File: src/rtl/spi_flash_pkg.sv
// Shared types and constants for the Wishbone SPI flash reader.
package spi_flash_pkg;

  typedef enum logic [2:0] {
    IDLE  = 3'd0,
    SETUP = 3'd1,
    SHIFT = 3'd2,
    DONE  = 3'd3,
    ERR   = 3'd4,
    GAP   = 3'd5
  } state_t;

  localparam logic [7:0] SPI_READ_CMD = 8'h03;
  localparam int         FRAME_BITS   = 64;
  localparam int         ADDR_BITS    = 24;

  // Flash bytes arrive b0 first; the bus wants them little-endian.
  function automatic logic [31:0] bytes_to_word(input logic [31:0] rx);
    return {rx[7:0], rx[15:8], rx[23:16], rx[31:24]};
  endfunction

endpackage

File: src/rtl/spi_sck_gen.sv
// SCK divider: mode-0 clock with single-cycle rise/fall strobes, held low when disabled.
module spi_sck_gen #(
  parameter int CLK_DIV = 2
) (
  input  logic clk_i,
  input  logic rst_i,
  input  logic en_i,
  output logic sck_o,
  output logic rise_o,
  output logic fall_o
);

  localparam int               CNT_W    = $clog2(CLK_DIV) + 1;
  localparam logic [CNT_W-1:0] CNT_LAST = CNT_W'(CLK_DIV - 1);

  logic [CNT_W-1:0] cnt_q, cnt_d;
  logic             sck_q, sck_d;
  logic             tick_s;

  assign tick_s = en_i & (cnt_q == CNT_LAST);
  assign rise_o = tick_s & ~sck_q;
  assign fall_o = tick_s & sck_q;
  assign sck_o  = sck_q;

  // Count half-periods and toggle SCK at each terminal count; park low when disabled.
  always_comb begin
    cnt_d = cnt_q;
    sck_d = sck_q;
    if (!en_i) begin
      cnt_d = '0;
      sck_d = 1'b0;
    end else if (tick_s) begin
      cnt_d = '0;
      sck_d = ~sck_q;
    end else begin
      cnt_d = cnt_q + CNT_W'(1);
      sck_d = sck_q;
    end
  end

  // Divider state registers.
  always_ff @(posedge clk_i or posedge rst_i) begin
    if (rst_i) begin
      cnt_q <= '0;
      sck_q <= 1'b0;
    end else begin
      cnt_q <= cnt_d;
      sck_q <= sck_d;
    end
  end

endmodule

File: src/rtl/wb_spi_flash_reader.sv
// Read-only Wishbone slave: each read issues one SPI READ (0x03) frame and
// returns a 32-bit little-endian word; writes terminate with a bus error.
module wb_spi_flash_reader #(
  parameter int CLK_DIV   = 2,
  parameter int ADDR_BITS = 24
) (
  input  logic        wb_clk_i,
  input  logic        wb_rst_i,
  input  logic        wb_cyc_i,
  input  logic        wb_stb_i,
  input  logic [31:0] wb_adr_i,
  input  logic [31:0] wb_dat_i,
  input  logic [3:0]  wb_sel_i,
  input  logic        wb_we_i,
  output logic [31:0] wb_dat_o,
  output logic        wb_ack_o,
  output logic        wb_err_o,
  output logic        sck_o,
  output logic        ss_o,
  output logic        mosi_o,
  input  logic        miso_i
);

  import spi_flash_pkg::*;

  localparam logic [5:0] LAST_BIT = 6'(FRAME_BITS - 1);

  state_t      state_q, state_d;
  logic        ss_q, ss_d;
  logic        mosi_q, mosi_d;
  logic        ack_q, ack_d;
  logic        err_q, err_d;
  logic        last_q, last_d;
  logic [31:0] dat_q, dat_d;
  logic [31:0] tx_q, tx_d;
  logic [31:0] rx_q, rx_d;
  logic [5:0]  bit_q, bit_d;

  logic [31:0] frame_s;
  logic        req_s;
  logic        gen_en_s;
  logic        sck_s, rise_s, fall_s;
  logic        unused_s;

  assign req_s    = wb_cyc_i & wb_stb_i;
  assign frame_s  = {SPI_READ_CMD, wb_adr_i[ADDR_BITS-1:2], 2'b00};
  assign unused_s = ^{wb_dat_i, wb_sel_i, wb_adr_i[31:ADDR_BITS], wb_adr_i[1:0]};

  // SCK runs through SETUP and SHIFT; it stops for the final low cycle and on abort.
  assign gen_en_s = wb_cyc_i & ((state_q == SETUP) | ((state_q == SHIFT) & ~last_q));

  spi_sck_gen #(
    .CLK_DIV (CLK_DIV)
  ) u_sck_gen (
    .clk_i  (wb_clk_i),
    .rst_i  (wb_rst_i),
    .en_i   (gen_en_s),
    .sck_o  (sck_s),
    .rise_o (rise_s),
    .fall_o (fall_s)
  );

  assign sck_o    = sck_s;
  assign ss_o     = ss_q;
  assign mosi_o   = mosi_q;
  assign wb_ack_o = ack_q;
  assign wb_err_o = err_q;
  assign wb_dat_o = dat_q;

  // Next-state and next-output logic of the transaction FSM.
  always_comb begin
    state_d = state_q;
    ss_d    = ss_q;
    mosi_d  = mosi_q;
    ack_d   = 1'b0;
    err_d   = 1'b0;
    last_d  = last_q;
    dat_d   = dat_q;
    tx_d    = tx_q;
    rx_d    = rx_q;
    bit_d   = bit_q;
    case (state_q)
      IDLE: begin
        if (req_s && wb_we_i) begin
          state_d = ERR;
          err_d   = 1'b1;
        end else if (req_s) begin
          state_d = SETUP;
          ss_d    = 1'b0;
          tx_d    = frame_s;
          mosi_d  = frame_s[31];
          rx_d    = '0;
          bit_d   = '0;
          last_d  = 1'b0;
        end else begin
          state_d = IDLE;
        end
      end
      SETUP, SHIFT: begin
        if (!wb_cyc_i) begin
          // Master gave up: release the flash silently.
          state_d = IDLE;
          ss_d    = 1'b1;
          mosi_d  = 1'b0;
          last_d  = 1'b0;
        end else if (last_q) begin
          state_d = DONE;
          ss_d    = 1'b1;
          mosi_d  = 1'b0;
          ack_d   = 1'b1;
          dat_d   = bytes_to_word(rx_q);
          last_d  = 1'b0;
        end else begin
          state_d = SHIFT;
          if (rise_s) begin
            rx_d = {rx_q[30:0], miso_i};
          end else begin
            rx_d = rx_q;
          end
          // Outgoing bits advance after each falling edge; zeros follow the address.
          if (fall_s) begin
            mosi_d = tx_q[30];
            tx_d   = {tx_q[30:0], 1'b0};
            bit_d  = bit_q + 6'd1;
            last_d = (bit_q == LAST_BIT);
          end else begin
            mosi_d = mosi_q;
          end
        end
      end
      DONE: begin
        state_d = GAP;
      end
      ERR: begin
        state_d = GAP;
      end
      GAP: begin
        state_d = IDLE;
      end
      default: begin
        state_d = IDLE;
        ss_d    = 1'b1;
        mosi_d  = 1'b0;
        last_d  = 1'b0;
      end
    endcase
  end

  // FSM state and registered bus/SPI outputs.
  always_ff @(posedge wb_clk_i or posedge wb_rst_i) begin
    if (wb_rst_i) begin
      state_q <= IDLE;
      ss_q    <= 1'b1;
      mosi_q  <= 1'b0;
      ack_q   <= 1'b0;
      err_q   <= 1'b0;
      last_q  <= 1'b0;
      dat_q   <= 32'h0000_0000;
      tx_q    <= 32'h0000_0000;
      rx_q    <= 32'h0000_0000;
      bit_q   <= 6'd0;
    end else begin
      state_q <= state_d;
      ss_q    <= ss_d;
      mosi_q  <= mosi_d;
      ack_q   <= ack_d;
      err_q   <= err_d;
      last_q  <= last_d;
      dat_q   <= dat_d;
      tx_q    <= tx_d;
      rx_q    <= rx_d;
      bit_q   <= bit_d;
    end
  end

endmodule

File: config.mk
export PLATFORM = sky130hd
export DESIGN_NAME = wb_spi_flash_reader
export DESIGN_NICKNAME = d
export VERILOG_FILES = /design/src/rtl/spi_flash_pkg.sv /design/src/rtl/spi_sck_gen.sv /design/src/rtl/wb_spi_flash_reader.sv
export SDC_FILE = /design/constraint.sdc
export NUM_CORES = 1
export LEC_CHECK = 0
export CORE_MARGIN = 3
export CORE_UTILIZATION = 40
export DETAILED_ROUTE_END_ITERATION = 7
export PLACE_DENSITY = 0.72
export SYNTH_ARGS = -nofsm -noshare
export SYNTH_HDL_FRONTEND = slang
export SYNTH_HIERARCHICAL = 1
export SYNTH_SLANG_ARGS = --single-unit
File: constraint.sdc
create_clock -name wb_clk_i -period 9.55 [get_ports wb_clk_i]
set_input_delay 2.3875 -clock wb_clk_i [delete_from_list [all_inputs] [get_ports wb_clk_i]]
set_output_delay 2.3875 -clock wb_clk_i [all_outputs]
set_load 0.03 [all_outputs]
==> metrics.md <==
| Metric | Value |
|---|---|
| Die area | `13100 um2` |
| Initial core utilization | `42.1%` |
| Sequential-to-total area share from yosys stat | `58.5%` |
| Synth top area share | `57.9%` |
| Cell Area, Synth | `4710 um2` |
| Slew HR | `30.5%` |
| Top-count cell post-synth | `dfrtp_1` |
| Crit start category | `primary input` |
| Die width | `114 um` |
| Layout Skew | `0.0111 ns` |
| Crit. Startpoint | `wb_cyc_i` |
| Fraction of layout cells with a size suffix above 1 | `27.0%` |
| Hold Crit Depth | `1` |
| Final Hold Viols | `0` |
| Peak VDD IR | `0.133 mV` |
| Vias in the first global route | `2887` |
| Final Max Slew Viols | `0` |
| H-tree depth | `3` |
| RR Startpoint | `state_q[1]` |
| Port Buffers | `64` |
| Status | `finished, final reports clean` |
| Ant. Diodes | `0` |
| Detailed Route Iter0 Violations | `214` |
| Largest cells by area after synthesis | `dfrtp_1 58%, mux2_2 14%, mux2_4 6.4%` |
| Post-CTS Resized | `0` |
| Crit-path cells | `clkdlybuf4s50_1 > and3_1 > a21boi_0 > and3_1 > and3b_4 > and3_4 > o21a_2 > mux2_2` |
| Via-to-Cell Ratio | `5.31` |
| Crit path capture type | `register` |
| Mapped Nets | `410` |
| Largest net degree at the start of global routing | `67` |
| Max frequency | `0.184 GHz` |
| Worst Hold Class | `register to register` |
| Routed wire length | `8.41 mm` |
| Most frequent CP cell | `and3_1` |
| MaxCap Viol Count | `0` |
| Die Y | `114 um` |
| Worst slew pin tran | `1.04 ns` |
| Clk_lat worst skew | `0.35 ns` |
| Final setup fails | `0` |
| Post-DRT Antenna Nets | `0` |
| FF-to-FF path depth | `8` |
| All-layer global routing usage | `13.7%` |
| YS warnings | `6` |
| LEAKAGE | `2.64 nW` |
| Post-DR wirelength/cell | `15.6 um` |
| CP arrival | `5.68 ns` |
| Critical R2R Capture | `tx_q[29]` |
| Routed vias | `2865` |
| Final Cycle Share | `57.0%` |
| Setup Fix Bufs, Post-CTS | `0` |
| Initial antenna violation count | `0` |
| Synth-to-Final Area Change | `22.2%` |
| CP Max Fanout | `34` |
| Pwr dens | `223 nW/um2` |
| Max stage delay on crit path | `0.83 ns` |
| Synth unique cells | `49` |
| Congestion Overflow GR | `0` |
| RSZ-0062 raised after global routing | `false` |
| TritonCTS buffer count | `9` |
| Clock root buffer | `clkbuf_16` |
| Clk pin slew, worst setup/hold paths | `0.08 ns` |
| Mean Syn Cell Area | `14.1 um2` |
| Design Power | `0.00128 W` |
| Buffer depth of the longest clock path | `2` |
| CP Capture Point | `tx_q[29]` |
| # hold bufs at CTS | `0` |
| Post-detailed-placement half-perimeter wirelength | `5.53 mm` |
| Min-delay src | `u_sck_gen/cnt_q[0]` |
| Final Critical Period | `5.45 ns` |
| EDFF count, synth | `0` |
| GP Congestion | `0.763` |
| Sum Neg Setup Slack | `0 ns` |
| First-pass GRT wire length | `14.4 mm` |
| Row count | `38` |
| Prevailing post-synth register cell | `dfrtp_1` |
| Fin nets | `470` |
| Reg-to-reg slack, setup | `6.01 ns` |
| Clock sinks | `110` |
| Post-synth ARST share | `100%` |
| Worst path bufs/invs | `1` |
| Gate Count Post-Synth | `335` |
| FF+latch count, synth | `110` |
| CTS tree | `built` |
| Critical path class | `primary input to register` |
| WP depth | `8` |
| Family with the most delay on the worst path | `compound AO/OA/AOI/OAI gates` |
| Worst EP required | `9.79 ns` |
| Core area | `11200 um2` |
| Drt first pass iters | `4` |
| Most frequent cells after synthesis | `109 x dfrtp_1, 57 x mux2_2, 33 x a22o_1, 20 x mux2_4, 12 x nand2_1` |
| Remaining DRCs | `0` |
| Critical-path top delay cell | `o21a_2` |
| Area leader, netlist | `dfrtp_1` |
| IO Count | `111` |
-- per-stage QoR --
stage                     cells  instance area (um2)  setup slack [ns]  util (%)  hold WS [ns]
after detailed placement    524                 5440              3.77      48.7         0.458
after global routing        540                 5750              3.90      51.5         0.486
final                       540                 5750              4.10      51.5         0.472
after global placement      524                 5440              3.85      48.7         0.448
after CTS                   540                 5750              4.14      51.5         0.470
after floorplan             335                 4710              4.35         -         0.435
-- sequential cells by signal (all words and copies together) (netlist names) --
| signal | flops |
|---|---|
| rx_q | 32 |
| tx_q | 29 |
| last_q | 1 |
| u_sck_gen/sck_o | 1 |
| ss_o | 1 |
| state_q | 3 |
| wb_dat_o | 32 |
| bit_q | 6 |
| u_sck_gen/cnt_q | 2 |
| wb_err_o | 1 |
| mosi_o | 1 |
| wb_ack_o | 1 |
-- cell families after synthesis --
logic type / share of synthesized area [%]
xor+xnor: 0.532
compound gates: 9.75
buf+inv: 3.53
fa+ha+maj: 0.266
mux: 21.7
flops: 58.5
simple gates: 5.71
-- layout make-up --
| cell class | count | area (um2) |
|---|---|---|
| Clock buffer | 9 | 225 |
| Clock inverter | 7 | 86.3 |
| Fill cell | 941 | 5420 |
| Inverter | 11 | 43.8 |
| Multi-Input combinational cell | 194 | 1790 |
| Sequential cell | 110 | 2750 |
| Tap cell | 140 | 175 |
| Timing Repair Buffer | 69 | 678 |
-- layer usage --
metal | vias up | part of all wire (%) | GRT usage, %
li1 | 1336 | - | -
met1 | 1455 | 47 | 19.0
met2 | 64 | 45 | 20.8
met3 | 10 | 6.0 | 4.07
met4 | 0 | 1.3 | 4.59
met5 | - | 0 | 0
-- placed cells by master, fill, tap and decap left out, types with 3 or more instances in the layout --
cell type | Yosys | routed
clkbuf_16 | 0 | 9
a22o_1 | 33 | 33
nand3_1 | 5 | 5
nand2_1 | 12 | 12
buf_4 | 2 | 5
mux2_2 | 57 | 57
clkdlybuf4s50_1 | 0 | 64
inv_6 | 0 | 3
mux2_4 | 20 | 20
inv_1 | 11 | 10
and3_1 | 3 | 3
dfrtp_1 | 109 | 109
nor2_1 | 8 | 8
mux2i_1 | 8 | 8
a21oi_1 | 3 | 3
o21ai_0 | 5 | 5
-- worst min-delay path by stage --
stage / end / slack, ns
after CTS: u_sck_gen/cnt_q[0] / 0.47
after floorplan: u_sck_gen/cnt_q[0] / 0.44
final: u_sck_gen/cnt_q[0] / 0.47
after detailed placement: u_sck_gen/cnt_q[0] / 0.46
after global placement: u_sck_gen/cnt_q[0] / 0.45
after global routing: u_sck_gen/cnt_q[0] / 0.49
-- power by group --
group | switching [W] | total, W | internal [W]
registers | 0.0000503 | 0.000588 | 0.000538
clock network | 0.000193 | 0.000383 | 0.000190
logic | 0.000139 | 0.000312 | 0.000173
total | 0.000382 | 0.00128 | 0.000901
Note: power is estimated with default switching activity, not from simulation.
